==> config.mk <==
export PLATFORM = sky130hd
export DESIGN_NAME = reset_seq_gen
export DESIGN_NICKNAME = d
export VERILOG_FILES = /design/src/rtl/reset_seq_gen.sv
export SDC_FILE = /design/constraint.sdc
export NUM_CORES = 1
export LEC_CHECK = 0
export ABC_AREA = 1
export CAP_MARGIN = 20
export CORE_AREA = 2 2 133 70
export CTS_CLUSTER_SIZE = 20
export DETAILED_ROUTE_END_ITERATION = 10
export DIE_AREA = 0 0 135 72
export GPL_ROUTABILITY_DRIVEN = 0
export PLACE_DENSITY = 0.55
export SLEW_MARGIN = 25
export SYNTH_ARGS = -nofsm -noshare
export SYNTH_HDL_FRONTEND = slang
export SYNTH_SLANG_ARGS = --single-unit
==> constraint.sdc <==
create_clock -name clk -period 1.3 [get_ports clk]
set_input_delay 0.195 -clock clk [delete_from_list [all_inputs] [get_ports clk]]
set_output_delay 0.195 -clock clk [all_outputs]
set_load 0.005 [all_outputs]
==> src/rtl/reset_seq_gen.sv <==
// reset_seq_gen: drives the reset_l sequence for the t_clk clock-domain test.
// The sequence is held low, then high briefly, then a low pulse, then released.
// Also produces a divided clock-enable strobe and a saturating cycle counter
// so downstream checkers can be timed against it. All outputs are registered.
module reset_seq_gen #(
   parameter int unsigned HOLD_CYCLES  = 1,
   parameter int unsigned RUN1_CYCLES  = 1,
   parameter int unsigned PULSE_CYCLES = 9,
   parameter int unsigned DIV          = 2,
   parameter int unsigned CYC_W        = 32
) (
   input  logic             clk,
   input  logic             reset,
   input  logic             start,
   output logic             reset_l,
   output logic             ce_out,
   output logic             done,
   output logic [1:0]       phase,
   output logic [CYC_W-1:0] cyc
);

   // The timer only needs to reach the longest phase length minus one
   localparam int unsigned TMAX01 = (HOLD_CYCLES > RUN1_CYCLES) ? HOLD_CYCLES : RUN1_CYCLES;
   localparam int unsigned TMAX   = (TMAX01 > PULSE_CYCLES) ? TMAX01 : PULSE_CYCLES;
   localparam int unsigned TW     = (TMAX > 1) ? $clog2(TMAX) : 1;
   localparam int unsigned DW     = (DIV > 1) ? $clog2(DIV) : 1;

   localparam logic [TW-1:0] HOLD_LAST  = TW'(HOLD_CYCLES - 1);
   localparam logic [TW-1:0] RUN1_LAST  = TW'(RUN1_CYCLES - 1);
   localparam logic [TW-1:0] PULSE_LAST = TW'(PULSE_CYCLES - 1);
   localparam logic [DW-1:0] DIV_LAST   = DW'(DIV - 1);

   typedef enum logic [1:0] {
      StHold  = 2'd0,
      StRun1  = 2'd1,
      StPulse = 2'd2,
      StRun   = 2'd3
   } state_t;

   state_t         state;
   logic [TW-1:0]  timer;
   logic [DW-1:0]  div_cnt;
   logic           rl_fall;

   // phase is the state register itself, so it is registered by construction
   assign phase = state;

   // Flags the edges at which the FSM is about to drive reset_l low, so the
   // strobe can drop on the same edge instead of one cycle late
   always_comb begin
      rl_fall = 1'b0;
      if ((state == StRun1) && (timer == RUN1_LAST)) rl_fall = 1'b1;
      if ((state == StRun) && start)                 rl_fall = 1'b1;
   end

   // Sequencing FSM with registered reset_l and done
   always_ff @(posedge clk or posedge reset) begin
      if (reset) begin
         state   <= StHold;
         timer   <= '0;
         reset_l <= 1'b0;
         done    <= 1'b0;
      end else begin
         unique case (state)
            StHold: begin
               if (timer == HOLD_LAST) begin
                  state   <= StRun1;
                  timer   <= '0;
                  reset_l <= 1'b1;
               end else begin
                  timer <= timer + 1'b1;
               end
            end
            StRun1: begin
               if (timer == RUN1_LAST) begin
                  state   <= StPulse;
                  timer   <= '0;
                  reset_l <= 1'b0;
               end else begin
                  timer <= timer + 1'b1;
               end
            end
            StPulse: begin
               if (timer == PULSE_LAST) begin
                  state   <= StRun;
                  timer   <= '0;
                  reset_l <= 1'b1;
                  done    <= 1'b1;
               end else begin
                  timer <= timer + 1'b1;
               end
            end
            StRun: begin
               // A start here acts like a fresh reset release at this edge
               if (start) begin
                  state   <= StHold;
                  timer   <= '0;
                  reset_l <= 1'b0;
                  done    <= 1'b0;
               end
            end
            default: begin
               state   <= StHold;
               timer   <= '0;
               reset_l <= 1'b0;
               done    <= 1'b0;
            end
         endcase
      end
   end

   // Clock-enable divider, held cleared while reset_l is (or is becoming) low
   always_ff @(posedge clk or posedge reset) begin
      if (reset) begin
         div_cnt <= '0;
         ce_out  <= 1'b0;
      end else if (!reset_l || rl_fall) begin
         div_cnt <= '0;
         ce_out  <= 1'b0;
      end else begin
         ce_out <= (div_cnt == DIV_LAST);
         if (div_cnt == DIV_LAST) div_cnt <= '0;
         else                     div_cnt <= div_cnt + 1'b1;
      end
   end

   // Free-running saturating cycle counter; start does not clear it
   always_ff @(posedge clk or posedge reset) begin
      if (reset) begin
         cyc <= '0;
      end else if (cyc != {CYC_W{1'b1}}) begin
         cyc <= cyc + 1'b1;
      end
   end

endmodule

==> impl_metrics.py, run 1 <==
metrics = {
    "power": {
        "peakVddDrop_uv": 1090,
        "sw_frac_of_total": 0.311,
        "p_seq_frac": 0.307,
        "p_int_w": 0.00349,
        "p_switching_w": 0.00158,
        "p_leak_nw": 2.20,
        "total_power_w": 0.00507,
        "p_comb_frac": 0.352,
        "clkPwrFrac": 0.341,
        "powerDensity_mw_per_mm2": 1140,
    },
    "clock_network": {
        "path_clk_slew_ns": 0.07,
        "ctsRootBufferMaster": "clkbuf_16",
        "clock_latency_ns": 0.30,
        "clk_path_buf_depth": 2,
        "cts_tree": "built",
        "cts_sinks": 42,
        "numCtsBuffers": 5,
        "ctsHoldBuffers": 0,
        "htreeDepth": 2,
    },
    "drt": {
        "dr.pass1.iters": 4,
        "wl_um": 8480,
        "vias": 2823,
        "drc": 0,
        "drt.antenna.violating_nets": 0,
        "drt_iter0_markers": 181,
        "wl_per_cell_um": 13.6,
        "vias_per_cell": 4.54,
    },
    "yosys": {
        "synth_area_leaders": "dfrtp_1 (42%), nand2_1 (17%), nand3_1 (9.8%)",
        "syn-cell-area_mm2": 0.00251,
        "synth_top_cell_area_share": 0.419,
        "seq_area_frac_synth": 0.419,
        "avgSynthCellArea_um2": 7.06,
        "yosys.area.top_type": "dfrtp_1",
        "yosysWarnings": 0,
        "synthCells": 355,
        "ys_ff_latch": 42,
        "syn_nets": 366,
        "yosysUniqueCellTypes": 16,
    },
    "final_layout": {
        "design_area_mm2": 0.00446,
        "num_antenna_cells": 0,
        "syn_to_final_growth_pct": 77.8,
        "fin_nets": 515,
        "final_layout_size_suffix_gt1_frac": 0.436,
    },
    "sta": {
        "fin_skew_ns": 0.00506,
        "min_period_ns": 1.45,
        "fmax_mhz": 688,
        "worst_pin_slew_ns": 0.294,
        "final-max-slew-violation-count": 0,
        "setup_tns_ns": -3.88,
        "maxSlewHeadroom": 0.802,
        "fin_ws_ns": -0.153,
        "setup-violations-final": 39,
        "period_share": 1.12,
        "rsz0062_at_grt": "yes",
        "hold_violations": 0,
    },
    "global_route": {
        "grtUsageMet3": 0.0314,
        "gr-usage-met1": 0.235,
        "overflow": 0,
        "grt_max_degree": 43,
        "top_usage_layer": "met2",
        "grt_pass1_wl_um": 13100,
        "gr-usage-all-layers": 0.175,
        "antenna_found_initial": 0,
        "grtUsageMet2": 0.296,
        "grt_pass1_vias": 2755,
    },
    "die": {
        "initial_utilization": 0.294,
        "coreArea_mm2": 0.00853,
        "die_area_mm2": 0.00972,
        "dieWidth_um": 135,
        "num_rows": 24,
        "dieHeight_um": 72,
        "io_pins": 40,
    },
    "place": {
        "dpl-instance-area_mm2": 0.00357,
        "post-dp-hpwl_um": 5590,
        "pre_cts_ws_ns": -0.0896,
        "port-buffer-count": 39,
    },
    "setup_path": {
        "endpoint_kind": "flip-flop",
        "critPathLaunchType": "flip-flop",
        "crit_fanout": 8,
        "critPathKind": "flip-flop to flip-flop",
        "critical_path_required_ns": 1.48,
        "arrival_ns": 1.63,
    },
    "outcome": {
        "status": "complete, but fails checks",
        "violations": "negative setup slack",
    },
    "hold_path": {
        "hold_path.class": "primary input to async pin",
    },
    "run": {
        "drv_cap": 0,
    },
}
-- path summary, 6_finish.rpt --
kind / startpoint / endpoint / slack, ns / cells after the start
max: cyc[1]$_DFFE_PP0P_ / cyc[8]$_DFFE_PP0P_ / -0.15 / 9
min: reset / phase[0]$_DFFE_PP0P_ / 0.24 / 3
max reg2reg: cyc[1]$_DFFE_PP0P_ / cyc[8]$_DFFE_PP0P_ / -0.15 / 9
min reg2reg: div_cnt$_DFF_PP0_ / div_cnt$_DFF_PP0_ / 0.42 / 1
max in group asynchronous: reset / cyc[1]$_DFFE_PP0P_ / 0.83 / 3
min in group clk: div_cnt$_DFF_PP0_ / div_cnt$_DFF_PP0_ / 0.42 / 1
-- area by class of cell --
type	instances	area [um2]
timing repair buffer	145	1270
clock inverter	2	60.1
fill	833	4070
multi-input combinational	267	1620
sequential	42	1050
tap	117	146
clock buffer	6	139
inverter	43	174
-- timing repair --
| action | in CTS | in global routing |
|---|---|---|
| resized for setup | 97 | 91 |
| gates cloned | 0 | 1 |
| buffers inserted | 30 | 13 |
| pin swaps | 19 | 23 |
| endpoints found under the setup margin | 74 | 67 |
-- cell usage in the layout, fill, tap and decap left out --
cell	Yosys	final
nand3_2	4	18
ha_4	0	5
clkbuf_2	0	8
clkbuf_8	0	1
clkbuf_16	0	6
o21ai_4	0	1
nor2_4	3	12
nand2_2	0	17
clkdlybuf4s15_1	0	8
clkdlybuf4s50_1	0	2
nand2_1	114	97
nand3b_1	1	1
nor2_1	58	32
xor2_1	4	4
bufinv_16	0	2
nand2_4	2	2
buf_8	0	1
dfrtp_2	0	2
o21ai_0	16	7
buf_4	0	79
ha_2	0	1
buf_6	3	24
o211ai_1	1	1
or2_2	7	6
inv_6	0	1
or2_4	0	1
inv_4	0	3
dlygate4sd2_1	0	19
o21ai_1	0	4
nand3_4	0	3
dfrtp_1	42	40
inv_2	1	3
buf_12	0	3
o21ai_2	0	4
nand3_1	49	32
inv_1	42	35
ha_1	8	2
clkinv_1	0	1
nor2_2	0	17
-- synthesized netlist by cell type --
| library cell | number |
|---|---|
| o21ai_0 | 16 |
| inv_2 | 1 |
| inv_1 | 42 |
| nor2_1 | 58 |
| nand3_1 | 49 |
| nand2_4 | 2 |
| ha_1 | 8 |
| xor2_1 | 4 |
| buf_6 | 3 |
| o211ai_1 | 1 |
| nand3b_1 | 1 |
| nor2_4 | 3 |
| nand3_2 | 4 |
| nand2_1 | 114 |
| dfrtp_1 | 42 |
| or2_2 | 7 |
-- metal layers --
layer	routed length [um]	vias up	share of wire
li1	-	1413	-
met1	3800	1346	0.45
met2	4130	57	0.49
met3	450	7	0.053
met4	93	0	0.011
met5	0	-	0
-- critical path: stages, from the launching register on --
cell and delay [ns]:
dfrtp_2 0.42, buf_6 0.12, ha_4 0.17, nand3_4 0.08, inv_4 0.04, nand2_4 0.07
nor2_4 0.05, nand2_4 0.13, clkbuf_16 0.18, nand3_1 0.08
-- state kept, by name, indices dropped and copies added, names as in the netlist --
register / cells
div_cnt: 1
cyc: 32
ce_out: 1
timer: 4
reset_l: 1
done: 1
phase: 2
-- stage by stage --
step,utilization,cells,hold WS [ns]
3_3_place_gp,0.419,571,0.414
2_1_floorplan,-,355,0.392
5_1_grt,0.523,622,0.288
4_1_cts,0.485,609,0.257
3_5_place_dp,0.419,571,0.420
6_report,0.523,622,0.244
-- power by group through the flow --
stage | sequential [W] | clock, W | combinational (W)
2_1_floorplan | 0.00158 | 0 | 0.000630
3_3_place_gp | 0.00158 | 0 | 0.00113
3_5_place_dp | 0.00158 | 0 | 0.00115
4_1_cts | 0.00154 | 0.00175 | 0.00136
5_1_grt | 0.00157 | 0.00180 | 0.00199
6_report | 0.00156 | 0.00173 | 0.00179
-- cells by family (layout without fill, tap and decap cells) --
group           Yosys count  in the layout  synth area share
compound gates           17             17            0.0349
xor+xnor                  4              4            0.0140
fa+ha+maj                 8              8            0.0399
buf+inv                  46            196            0.0778
flops                    42             42             0.419
simple gates            238            238             0.414
(Power assumes the default switching activity.)
==> run 2: changes to the inputs <==
--- a/config.mk
+++ b/config.mk
@@ -12,6 +12,7 @@
 export DETAILED_ROUTE_END_ITERATION = 10
 export DIE_AREA = 0 0 135 72
 export GPL_ROUTABILITY_DRIVEN = 0
+export HOLD_SLACK_MARGIN = 0.02
 export PLACE_DENSITY = 0.55
 export SLEW_MARGIN = 25
 export SYNTH_ARGS = -nofsm -noshare
==> results of run 2 <==
The final DEF is identical to that of run 1; final timing and power are the same.
